[config.mk]
export PLATFORM = sky130hd
export DESIGN_NAME = sprite_anim_sequencer
export DESIGN_NICKNAME = d
export VERILOG_FILES = /design/src/rtl/graphics_pkg.sv /design/src/rtl/axis_bouncer.sv /design/src/rtl/sprite_anim_sequencer.sv
export SDC_FILE = /design/constraint.sdc
export NUM_CORES = 1
export LEC_CHECK = 0
export CORE_MARGIN = 5
export CORE_UTILIZATION = 60
export CTS_BUF_LIST = sky130_fd_sc_hd__clkbuf_8
export DETAILED_ROUTE_END_ITERATION = 16
export GPL_TIMING_DRIVEN = 1
export PLACE_DENSITY_LB_ADDON = 0.2
export REMOVE_ABC_BUFFERS = 1
export SLEW_MARGIN = 10
export SYNTH_ARGS = -nofsm -noshare
export SYNTH_HDL_FRONTEND = slang
export SYNTH_SLANG_ARGS = --single-unit
[constraint.sdc]
create_clock -name clk -period 6.95 [get_ports clk]
set_clock_uncertainty 0.1 [all_clocks]
set_input_delay 1.0425 -clock clk [delete_from_list [all_inputs] [get_ports clk]]
set_output_delay 1.0425 -clock clk [all_outputs]
set_load 0.05 [all_outputs]
[src/rtl/graphics_pkg.sv]
// Shared constants and encodings for the sprite animation sequencer and its axis bouncers.
package graphics_pkg;

    localparam int SCREEN_W = 640;
    localparam int SCREEN_H = 480;
    localparam int SPRITE_W = 272;
    localparam int SPRITE_H = 176;

    typedef enum logic [1:0] {
        CMD_RUN       = 2'd0,
        CMD_PAUSE     = 2'd1,
        CMD_STEP      = 2'd2,
        CMD_SET_SPEED = 2'd3
    } cmd_op_e;

    typedef enum logic [1:0] {
        ST_PAUSED    = 2'd0,
        ST_RUNNING   = 2'd1,
        ST_STEP_PEND = 2'd2,
        ST_UPDATE    = 2'd3
    } state_e;

endpackage

[src/rtl/axis_bouncer.sv]
// One motion axis: position/direction registers that bounce between 0 and LIMIT.
module axis_bouncer
    import graphics_pkg::*;
#(
    parameter int LIMIT    = 368,
    parameter int POS_BITS = 10,
    parameter int INIT     = 128
) (
    input  logic                clk,
    input  logic                rst_n,
    input  logic                step_en,
    input  logic [3:0]          speed,
    output logic [POS_BITS-1:0] pos,
    output logic                dir
);

    localparam logic signed [POS_BITS:0] LIMIT_S = LIMIT[POS_BITS:0];
    localparam logic signed [POS_BITS:0] ZERO_S  = '0;

    logic [POS_BITS-1:0]        pos_r;
    logic                       dir_r;
    logic signed [POS_BITS:0]   nxt_s;
    logic signed [POS_BITS:0]   speed_s;
    logic [POS_BITS-1:0]        pos_nxt_s;
    logic                       dir_nxt_s;

    assign speed_s = $signed({{(POS_BITS-3){1'b0}}, speed});

    // Candidate move plus clamp at either edge; zero speed leaves the axis untouched.
    always_comb begin
        pos_nxt_s = pos_r;
        dir_nxt_s = dir_r;
        nxt_s     = dir_r ? ($signed({1'b0, pos_r}) + speed_s)
                          : ($signed({1'b0, pos_r}) - speed_s);
        if (speed == 4'd0) begin
            pos_nxt_s = pos_r;
            dir_nxt_s = dir_r;
        end else if (nxt_s >= LIMIT_S) begin
            pos_nxt_s = LIMIT_S[POS_BITS-1:0];
            dir_nxt_s = 1'b0;
        end else if (nxt_s <= ZERO_S) begin
            pos_nxt_s = '0;
            dir_nxt_s = 1'b1;
        end else begin
            pos_nxt_s = nxt_s[POS_BITS-1:0];
            dir_nxt_s = dir_r;
        end
    end

    // Position and direction registers, advanced only on an update cycle.
    always_ff @(posedge clk) begin
        if (!rst_n) begin
            pos_r <= INIT[POS_BITS-1:0];
            dir_r <= 1'b1;
        end else if (step_en) begin
            pos_r <= pos_nxt_s;
            dir_r <= dir_nxt_s;
        end else begin
            pos_r <= pos_r;
            dir_r <= dir_r;
        end
    end

    assign pos = pos_r;
    assign dir = dir_r;

endmodule

[src/rtl/sprite_anim_sequencer.sv]
// Per-frame scheduler: command FSM, speed register, cel/rainbow counters and two bouncing axes.
module sprite_anim_sequencer
    import graphics_pkg::*;
#(
    parameter int INIT_LEFT      = 128,
    parameter int INIT_TOP       = 128,
    parameter int FRAMES_PER_CEL = 16
) (
    input  logic       clk,
    input  logic       rst_n,
    input  logic       frame_start,
    input  logic       cmd_valid,
    output logic       cmd_ready,
    input  logic [1:0] cmd_op,
    input  logic [3:0] cmd_data,
    output logic [9:0] sprite_left,
    output logic [9:0] sprite_top,
    output logic       cel_sel,
    output logic [2:0] rainbow_phase,
    output logic       update_done
);

    localparam int CEL_BITS = $clog2(FRAMES_PER_CEL);
    localparam int MAX_X    = SCREEN_W - SPRITE_W;
    localparam int MAX_Y    = SCREEN_H - SPRITE_H;
    localparam logic [CEL_BITS-1:0] CEL_LAST = CEL_BITS'(FRAMES_PER_CEL - 1);

    state_e              state_r, state_nxt_s;
    state_e              ret_r, ret_nxt_s;
    cmd_op_e             op_s;
    logic                cmd_ready_r;
    logic                cmd_fire_s;
    logic                upd_s;
    logic [3:0]          speed_r;
    logic [CEL_BITS-1:0] cel_cnt_r;
    logic                cel_r;
    logic [2:0]          phase_r;
    logic                done_r;
    logic                dx_s, dy_s;

    assign op_s       = cmd_op_e'(cmd_op);
    assign cmd_fire_s = cmd_valid & cmd_ready_r;
    assign upd_s      = (state_r == ST_UPDATE);

    // Next state and return state; a frame update always wins, a same-cycle command only steers ret.
    always_comb begin
        state_nxt_s = state_r;
        ret_nxt_s   = ret_r;
        case (state_r)
            ST_PAUSED: begin
                if (cmd_fire_s && (op_s == CMD_RUN)) begin
                    state_nxt_s = ST_RUNNING;
                end else if (cmd_fire_s && (op_s == CMD_STEP)) begin
                    state_nxt_s = ST_STEP_PEND;
                end else begin
                    state_nxt_s = ST_PAUSED;
                end
            end
            ST_RUNNING: begin
                if (frame_start) begin
                    state_nxt_s = ST_UPDATE;
                    ret_nxt_s   = (cmd_fire_s && (op_s == CMD_PAUSE)) ? ST_PAUSED : ST_RUNNING;
                end else if (cmd_fire_s && (op_s == CMD_PAUSE)) begin
                    state_nxt_s = ST_PAUSED;
                end else begin
                    state_nxt_s = ST_RUNNING;
                end
            end
            ST_STEP_PEND: begin
                if (frame_start) begin
                    state_nxt_s = ST_UPDATE;
                    ret_nxt_s   = (cmd_fire_s && (op_s == CMD_RUN)) ? ST_RUNNING : ST_PAUSED;
                end else if (cmd_fire_s && (op_s == CMD_PAUSE)) begin
                    state_nxt_s = ST_PAUSED;
                end else if (cmd_fire_s && (op_s == CMD_RUN)) begin
                    state_nxt_s = ST_RUNNING;
                end else begin
                    state_nxt_s = ST_STEP_PEND;
                end
            end
            ST_UPDATE: begin
                state_nxt_s = ret_r;
            end
            default: begin
                state_nxt_s = ST_PAUSED;
                ret_nxt_s   = ST_PAUSED;
            end
        endcase
    end

    // FSM registers; cmd_ready is registered from the next state so it drops exactly in UPDATE.
    always_ff @(posedge clk) begin
        if (!rst_n) begin
            state_r     <= ST_PAUSED;
            ret_r       <= ST_PAUSED;
            cmd_ready_r <= 1'b1;
        end else begin
            state_r     <= state_nxt_s;
            ret_r       <= ret_nxt_s;
            cmd_ready_r <= (state_nxt_s != ST_UPDATE);
        end
    end

    // Speed register; loading one edge early means a SET_SPEED paired with frame_start is seen by UPDATE.
    always_ff @(posedge clk) begin
        if (!rst_n) begin
            speed_r <= 4'd1;
        end else if (cmd_fire_s && (op_s == CMD_SET_SPEED)) begin
            speed_r <= cmd_data;
        end else begin
            speed_r <= speed_r;
        end
    end

    // Cel counter, cel toggle, rainbow phase and the update_done pulse.
    always_ff @(posedge clk) begin
        if (!rst_n) begin
            cel_cnt_r <= '0;
            cel_r     <= 1'b0;
            phase_r   <= 3'd0;
            done_r    <= 1'b0;
        end else if (upd_s) begin
            cel_cnt_r <= cel_cnt_r + {{(CEL_BITS-1){1'b0}}, 1'b1};
            cel_r     <= (cel_cnt_r == CEL_LAST) ? ~cel_r : cel_r;
            phase_r   <= phase_r + 3'd1;
            done_r    <= 1'b1;
        end else begin
            cel_cnt_r <= cel_cnt_r;
            cel_r     <= cel_r;
            phase_r   <= phase_r;
            done_r    <= 1'b0;
        end
    end

    axis_bouncer #(.LIMIT(MAX_X), .POS_BITS(10), .INIT(INIT_LEFT)) u_axis_x (
        .clk     (clk),
        .rst_n   (rst_n),
        .step_en (upd_s),
        .speed   (speed_r),
        .pos     (sprite_left),
        .dir     (dx_s)
    );

    axis_bouncer #(.LIMIT(MAX_Y), .POS_BITS(10), .INIT(INIT_TOP)) u_axis_y (
        .clk     (clk),
        .rst_n   (rst_n),
        .step_en (upd_s),
        .speed   (speed_r),
        .pos     (sprite_top),
        .dir     (dy_s)
    );

    assign cmd_ready     = cmd_ready_r;
    assign cel_sel       = cel_r;
    assign rainbow_phase = phase_r;
    assign update_done   = done_r;

endmodule

==> out/results.tsv, run 1 <==
stage	metric	value	unit
status	run status	complete, no violations	
global_routing	global-route wire length before repair	11100	um
clock_network	number of post-CTS setup repair buffers	0	
global_routing	total grt overflow	0	
pwr	Combinational Power Share	0.154	
yosys	top cell type by total area after synthesis	sky130_fd_sc_hd__dfxtp_1	
setup_path	biggest fanout along the worst timing path	7	
pwr	Flop pwr share	0.498	
yosys	proportion of register bits with asynchronous set or reset after synthesis	0	
pwr	P_int	0.000341	W
clock_network	clock transition at the register clock pins on the worst setup and hold paths after CTS	0.08	ns
route	number of routed nets with antenna violations	0	
yosys	proportion of synthesized chip area in sequential cells	0.263	
layout	fraction of final layout cells sized beyond drive strength 1	0.103	
route	via density per instance	5.91	
layout	number of nets at the end of the flow	414	
clock_network	TritonCTS clock tree	yes	
layout	total area of multi-input combinational cells	2060	sq um
route	number of vias in the routed layout	2637	
sta	setup repair after global routing missed its margin	no	
global_routing	largest net degree at the start of global routing	33	
yosys	gate count after technology mapping	350	
clock_network	root buffer selected by CTS	sky130_fd_sc_hd__clkbuf_8	
pwr	IR Drop Worst-Case VDD	0.0859	mV
layout	filler instances	380	
setup_path	type of the setup path with the least slack	flip-flop to flip-flop	
worst_hold_path	Hold WC Path Type	flip-flop to flip-flop	
sta	setup tns final	0	ns
pwr	part of the total power dissipated in the clock network	0.348	
layout	number of antenna repair diodes	0	
floorplan	die width	80.4	um
clock_network	# resized after CTS	0	
pwr	leakage power	1.35	nW
route	average routed wire per standard cell	15.0	um
place	worst slack after detailed placement	3.42	ns
floorplan	core footprint	4750	sq um
place	global placer's final weighted congestion	0.875	
yosys	number of distinct library cell variants in the gate-level netlist after synthesis	68	
yosys	post-synth top area share	0.263	
route	count of routing violations after the opening detailed-route iteration	174	
place	number of cells in the design after placement	438	
clock_network	Clock Sink Count	39	
sta	final critical path time including I/O delays and setup	3.60	ns
run	max-cap violation count	0	
pwr	Power per Cell Area	138	nW/um^2
global_routing	initial antenna violation count	0	
setup_path	Critical Path Source Type	flip-flop	
sta	final count of negative-setup-slack endpoints	0	
floorplan	overall die height	80.4	um
route	number of DRC violations after detailed routing	0	
floorplan	die area	6460	sq um
place	detailed placer's ending HPWL	5120	um
layout	most common cell after layout, fill and taps aside	sky130_fd_sc_hd__dfxtp_1	
global_routing	vias in the first global route	2433	
place	number of buffer cells added on primary ports	35	
sta	Max Fclk	277	MHz
clock_network	clock latency at the later pin of the worst-skew pair	0.30	ns
yosys	warning count from the yosys run	0	
clock_network	CTS Hold Bufs	0	
setup_path	Data required, critical path	7.08	ns
yosys	most common flop cell mapped by yosys	sky130_fd_sc_hd__dfxtp_1	
yosys	Post-Synthesis Mean Instance Area	8.49	sq um
layout	filler-free cell count of the finished design	446	
route	DRT Pass-1 Iters	4	
pwr	net load switching power	0.000134	W
sta	Worst-Margin Slew	0.907	ns
layout	top library cells by usage in the layout, fill and taps aside	sky130_fd_sc_hd__dfxtp_1 (39), sky130_fd_sc_hd__clkdlybuf4s50_1 (35), sky130_fd_sc_hd__nand2_1 (30), sky130_fd_sc_hd__nor2_1 (28), sky130_fd_sc_hd__ha_1 (24)	
clock_network	maximum level of the CTS H-tree	2	
yosys	cell area after technology mapping	2970	sq um
clock_network	buffer depth of the longest clock path	2	
route	routed wire length	6680	um
floorplan	effective utilization at floorplan	0.625	
pwr	net switching share of the total power	0.282	
sta	Worst slew margin	0.395	
setup_path	endpoint class of the critical path	flip-flop	
layout	synthesis-to-finish area growth	15.7	%
sta	Final Hold Fails	0	
yosys	leading post-synthesis cells by cell area	sky130_fd_sc_hd__dfxtp_1 (26%), sky130_fd_sc_hd__ha_1 (10%), sky130_fd_sc_hd__nand2_1 (3.8%), sky130_fd_sc_hd__nor2_1 (3.5%), sky130_fd_sc_hd__xnor2_1 (2.9%)	
setup_path	CP arrival	3.73	ns
clock_network	clock buffer count from CTS	5	
layout	Reg area	781	sq um
global_routing	global routing usage summed across all routing layers	0.215	
sta	final worst setup slack	3.35	ns
floorplan	standard-cell rows	25	
sta	Final Slew Violations	0	
yosys	number of synthesized register bits	39	
floorplan	Boundary Pins	36	
sta	Period Utilization, post-route	0.519	
yosys	EDFF count, synth	0	
==> power by group through the flow <==
stage / Sequential, W / Clock, W / Combinational, W
floorplan: 0.000250 / 0 / 0.0000404
global placement: 0.000242 / 0 / 0.0000710
detailed placement: 0.000242 / 0 / 0.0000726
CTS: 0.000236 / 0.000167 / 0.0000731
global route: 0.000238 / 0.000177 / 0.0000794
finish: 0.000237 / 0.000165 / 0.0000730
==> worst max-delay path, cell delays in order, from the launching register on <==
cell	delay, ns
sky130_fd_sc_hd__dfxtp_1	0.36
sky130_fd_sc_hd__inv_1	0.08
sky130_fd_sc_hd__ha_1	0.18
sky130_fd_sc_hd__nor3b_1	0.48
sky130_fd_sc_hd__nor2_1	0.20
sky130_fd_sc_hd__ha_1	0.41
sky130_fd_sc_hd__nor2b_4	0.17
sky130_fd_sc_hd__a221o_1	0.34
sky130_fd_sc_hd__a211oi_2	0.35
sky130_fd_sc_hd__o221ai_1	0.23
sky130_fd_sc_hd__a22oi_4	0.27
sky130_fd_sc_hd__nand4_4	0.18
sky130_fd_sc_hd__o21ai_2	0.19
==> through the flow <==
step	utilization	hold WS, ns	total power [W]	area (sq um)
CTS	0.723	0.396	0.000477	3440
global route	0.723	0.415	0.000494	3440
floorplan	-	0.361	0.000290	2900
finish	0.723	0.394	0.000475	3440
detailed placement	0.702	0.384	0.000314	3340
global placement	0.702	0.372	0.000313	3340
==> layout make-up <==
| type | instances | area share |
|---|---|---|
| multi-input combinational | 281 | 0.599 |
| timing repair buffer | 36 | 0.104 |
| clock buffer | 6 | 0.0240 |
| clock inverter | 2 | 0.00473 |
| tap | 67 | 0.0244 |
| inverter | 15 | 0.0164 |
| sequential | 39 | 0.227 |
==> sequential cells by signal (all words and copies together) (netlist names), 2 cells and up <==
signal / cells
u_axis_x.pos: 10
cel_cnt_r: 4
u_axis_y.pos: 10
rainbow_phase: 3
state_r: 2
speed_r: 4
==> layer usage <==
layer  GRT usage  vias up  share of wire
li1            -     1333              -
met1       0.264     1236           0.44
met2       0.382       60           0.50
met3      0.0415        8          0.043
met4      0.0541        0          0.012
met5           0        -              0
==> path summary, 6_finish.rpt <==
path,from,endpoint,slack [ns],cells after the start
max,speed_r[0],u_axis_y.pos[2],3.35,12
min,u_axis_y.pos[0],u_axis_y.pos[0],0.39,2
max reg2reg,speed_r[0],u_axis_y.pos[2],3.35,12
min reg2reg,u_axis_y.pos[0],u_axis_y.pos[0],0.39,2
==> synthesized netlist by cell type (all sizes together), types with 2 or more instances <==
| library cell | instances |
|---|---|
| dfxtp | 39 |
| nand2 | 30 |
| nor2 | 29 |
| ha | 24 |
| o21ai | 22 |
| a21oi | 18 |
| inv | 15 |
| nand3 | 14 |
| xnor2 | 11 |
| and2 | 10 |
| clkbuf | 10 |
| nand4 | 9 |
| nor2b | 9 |
| xor2 | 9 |
| a211oi | 8 |
| and3 | 7 |
| nand2b | 6 |
| a31oi | 5 |
| buf | 5 |
| nand3b | 5 |
| nor3 | 5 |
| nor3b | 5 |
| a21boi | 4 |
| mux2 | 4 |
| mux2i | 4 |
| o211ai | 4 |
| a21o | 3 |
| nor4 | 3 |
| o311ai | 3 |
| a2111oi | 2 |
| a211o | 2 |
| a22oi | 2 |
| a311oi | 2 |
| a32oi | 2 |
| fa | 2 |
| o21a | 2 |
| o21bai | 2 |
| o221ai | 2 |
==> cells by family (layout without fill, tap and decap cells) <==
group                    Yosys count  after routing  share of synthesized area
AND/OR/NAND/NOR                  138            138                      0.254
AO/OA/AOI/OAI                     89             89                      0.234
flip-flops                        39             39                      0.263
buffers and inverters             30             59                     0.0442
adder cells (fa/ha/maj)           26             26                      0.114
XOR/XNOR                          20             20                     0.0614
multiplexers                       8              8                     0.0286
(Power assumes the default switching activity.)
==> inputs of run 2 (changes only) <==
--- a/config.mk
+++ b/config.mk
@@ -6,7 +6,7 @@
 export NUM_CORES = 1
 export LEC_CHECK = 0
 export CORE_MARGIN = 5
-export CORE_UTILIZATION = 60
+export CORE_UTILIZATION = 53
 export CTS_BUF_LIST = sky130_fd_sc_hd__clkbuf_8
 export DETAILED_ROUTE_END_ITERATION = 16
 export GPL_TIMING_DRIVEN = 1
==> constraint.sdc (replaced) <==
create_clock -name clk -period 3 [get_ports clk]
set_clock_uncertainty 0.1 [all_clocks]
set_input_delay 0.45 -clock clk [delete_from_list [all_inputs] [get_ports clk]]
set_output_delay 0.45 -clock clk [all_outputs]
set_load 0.05 [all_outputs]
==> run 2 against run 1 <==
Effect of this change:
- via count rose by 21%
- final area rose by 32%
- critical path depth did not move
- non-clock buffer count rose by 76
- worst hold slack improved by 0.0058 ns
- the run now ends with negative setup slack left
- count of clock-buffer cells in the layout fell by 1
- critical path type unchanged
- core utilization rose by 11 points
- worst setup slack got worse by 3.5 ns
- total power rose to 2.6 times the previous value
==> out/results.tsv, run 2 (synthesis results as in run 1) <==
stage	metric	value	unit
floorplan	die width	84.9	um
sta	final count of negative-setup-slack endpoints	19	
pwr	leakage power	1.77	nW
pwr	IR Drop Worst-Case VDD	0.496	mV
route	average routed wire per standard cell	18.9	um
global_routing	initial antenna violation count	0	
place	global placer's final weighted congestion	0.799	
layout	number of nets at the end of the flow	490	
clock_network	Clock Sink Count	39	
clock_network	CTS Hold Bufs	0	
pwr	Power per Cell Area	273	nW/um^2
layout	top library cells by usage in the layout, fill and taps aside	sky130_fd_sc_hd__buf_4 (68), sky130_fd_sc_hd__dfxtp_1 (36), sky130_fd_sc_hd__clkdlybuf4s50_1 (35), sky130_fd_sc_hd__nand2_1 (30), sky130_fd_sc_hd__nor2_1 (21)	
global_routing	vias in the first global route	3040	
setup_path	end of the critical path	u_axis_x.dir	
place	standard cell area after detailed placement	3820	sq um
setup_path	type of the setup path with the least slack	flip-flop to flip-flop	
sta	Max Fclk	317	MHz
sta	final worst setup slack	-0.154	ns
clock_network	buffer depth of the longest clock path	2	
run	max-cap violation count	0	
route	via density per instance	6.07	
setup_path	reg2reg path depth	12	
layout	number of antenna repair diodes	0	
floorplan	standard-cell rows	27	
floorplan	core footprint	5470	sq um
sta	Worst slew margin	0.495	
setup_path	endpoint class of the critical path	flip-flop	
setup_path	Data required, critical path	3.09	ns
global_routing	global-route wire length before repair	14000	um
setup_path	worst setup path startpoint	speed_r[1]	
layout	final non-filler cell area	4540	sq um
sta	Final Hold Fails	0	
setup_path	worst r2r dst	u_axis_x.dir	
setup_path	Critical Path Source Type	flip-flop	
global_routing	largest net degree at the start of global routing	24	
clock_network	root buffer selected by CTS	sky130_fd_sc_hd__clkbuf_8	
sta	setup repair after global routing missed its margin	yes	
clock_network	TritonCTS clock tree	yes	
sta	Period Utilization, post-route	1.05	
sta	Worst-Margin Slew	0.755	ns
setup_path	CP arrival	3.24	ns
setup_path	Worst R2R Start	speed_r[1]	
worst_hold_path	Hold WC Path Type	flip-flop to flip-flop	
route	count of routing violations after the opening detailed-route iteration	242	
floorplan	effective utilization at floorplan	0.543	
route	number of DRC violations after detailed routing	0	
global_routing	global routing usage summed across all routing layers	0.236	
place	worst slack after detailed placement	-0.313	ns
clock_network	maximum level of the CTS H-tree	2	
clock_network	clock latency at the later pin of the worst-skew pair	0.30	ns
layout	synthesis-to-finish area growth	52.6	%
status	run status	finished with violations	
floorplan	overall die height	84.9	um
global_routing	total grt overflow	0	
clock_network	clock buffer count from CTS	5	
route	DRT Pass-1 Iters	5	
floorplan	Boundary Pins	36	
route	number of vias in the routed layout	3193	
setup_path	Worst R2R Setup Slack	-0.15	ns
route	number of routed nets with antenna violations	0	
sta	worst hold margin	0.400	ns
clock_network	clock transition at the register clock pins on the worst setup and hold paths after CTS	0.08	ns
status	failing checks	negative setup slack	
layout	most common cell after layout, fill and taps aside	sky130_fd_sc_hd__buf_4	
sta	final critical path time including I/O delays and setup	3.15	ns
floorplan	die area	7210	sq um
place	number of buffer cells added on primary ports	35	
layout	fraction of final layout cells sized beyond drive strength 1	0.394	
sta	Final Slew Violations	0	
layout	filler instances	320	
route	routed wire length	9940	um
place	detailed placer's ending HPWL	6050	um
setup_path	biggest fanout along the worst timing path	5	
==> run 2: changes by cell type in the layout (fill, tap and decap cells not counted), moves of 4 or more <==
cell,delta
sky130_fd_sc_hd__a21oi_1,-8
sky130_fd_sc_hd__ha_1,-11
sky130_fd_sc_hd__nor2_1,-7
sky130_fd_sc_hd__a21oi_2,+6
sky130_fd_sc_hd__o21ai_2,+4
sky130_fd_sc_hd__buf_6,+9
sky130_fd_sc_hd__nor2_4,+4
sky130_fd_sc_hd__ha_4,+8
sky130_fd_sc_hd__buf_4,+67
==> run 2: metrics by stage <==
step | setup TNS [ns] | std cells | utilization | total power [W]
floorplan | -0.624 | 335 | - | 0.000672
global placement | -4.06 | 506 | 0.698 | 0.000751
detailed placement | -5.12 | 506 | 0.698 | 0.000757
CTS | -0.00493 | 516 | 0.758 | 0.00120
global route | -3.40 | 526 | 0.829 | 0.00128
finish | -1.77 | 526 | 0.829 | 0.00124
==> run 2: layout make-up <==
cell class              instances  area, sq um  share of cell area
clock buffers                   5         68.8              0.0152
clock inverters                 2         37.5             0.00828
inverters                      15         61.3              0.0135
multi-input cells             281         2530               0.557
flip-flops and latches         39          790               0.174
well taps                      72         90.1              0.0199
repair buffers                112          962               0.212
==> run 2: worst min path at each step <==
stage | start | to | slack, ns | depth (start not counted)
2_1_floorplan | cel_cnt_r[1] | cel_cnt_r[1] | 0.36 | 2
3_3_place_gp | cel_cnt_r[1] | cel_cnt_r[1] | 0.37 | 2
3_5_place_dp | rainbow_phase[1] | rainbow_phase[1] | 0.38 | 2
4_1_cts | cel_cnt_r[1] | cel_cnt_r[1] | 0.40 | 2
5_1_grt | u_axis_y.pos[0] | u_axis_y.pos[0] | 0.43 | 2
6_report | cel_cnt_r[1] | cel_cnt_r[1] | 0.40 | 2
==> run 2: power by group <==
| group | switching [W] | total (W) | internal (W) |
|---|---|---|---|
| combinational | 0.000131 | 0.000244 | 0.000113 |
| clock | 0.000203 | 0.000446 | 0.000243 |
| sequential | 0.0000195 | 0.000550 | 0.000530 |
| total | 0.000353 | 0.00124 | 0.000887 |
==> run 2: what timing repair did <==
| action | in CTS | in global routing |
|---|---|---|
| resized for setup | 39 | 67 |
| hold endpoints to repair | 0 | 0 |
| setup buffers | 3 | 10 |
| cloned | 0 | 0 |
| pin swaps | 14 | 34 |
| setup endpoints to repair | 20 | 20 |
==> run 2: worst max-delay path: stages, from the launching register on <==
cell and delay (ns):
sky130_fd_sc_hd__dfxtp_4 0.38, sky130_fd_sc_hd__nor3_4 0.24, sky130_fd_sc_hd__ha_4 0.24, sky130_fd_sc_hd__mux2_4 0.29
sky130_fd_sc_hd__ha_4 0.18, sky130_fd_sc_hd__buf_6 0.12, sky130_fd_sc_hd__a21oi_4 0.15, sky130_fd_sc_hd__o21ai_1 0.14
sky130_fd_sc_hd__or4_4 0.52, sky130_fd_sc_hd__o311ai_4 0.12, sky130_fd_sc_hd__nand2b_4 0.20, sky130_fd_sc_hd__o221ai_4 0.14
sky130_fd_sc_hd__nand3b_1 0.22
==> run 2: routing by layer <==
layer,global-route usage,routed length [um]
met4,0.0950,484
met1,0.278,3910
met5,0,0
met2,0.426,5050
met3,0.0369,490
==> inputs of run 3 (changes only) <==
--- a/config.mk
+++ b/config.mk
@@ -8,6 +8,7 @@
 export CORE_MARGIN = 5
 export CORE_UTILIZATION = 53
 export CTS_BUF_LIST = sky130_fd_sc_hd__clkbuf_8
+export CTS_CLUSTER_DIAMETER = 40
 export DETAILED_ROUTE_END_ITERATION = 16
 export GPL_TIMING_DRIVEN = 1
 export PLACE_DENSITY_LB_ADDON = 0.2
==> results of run 3 <==
Final layout, timing and power as in run 2 (identical DEF).
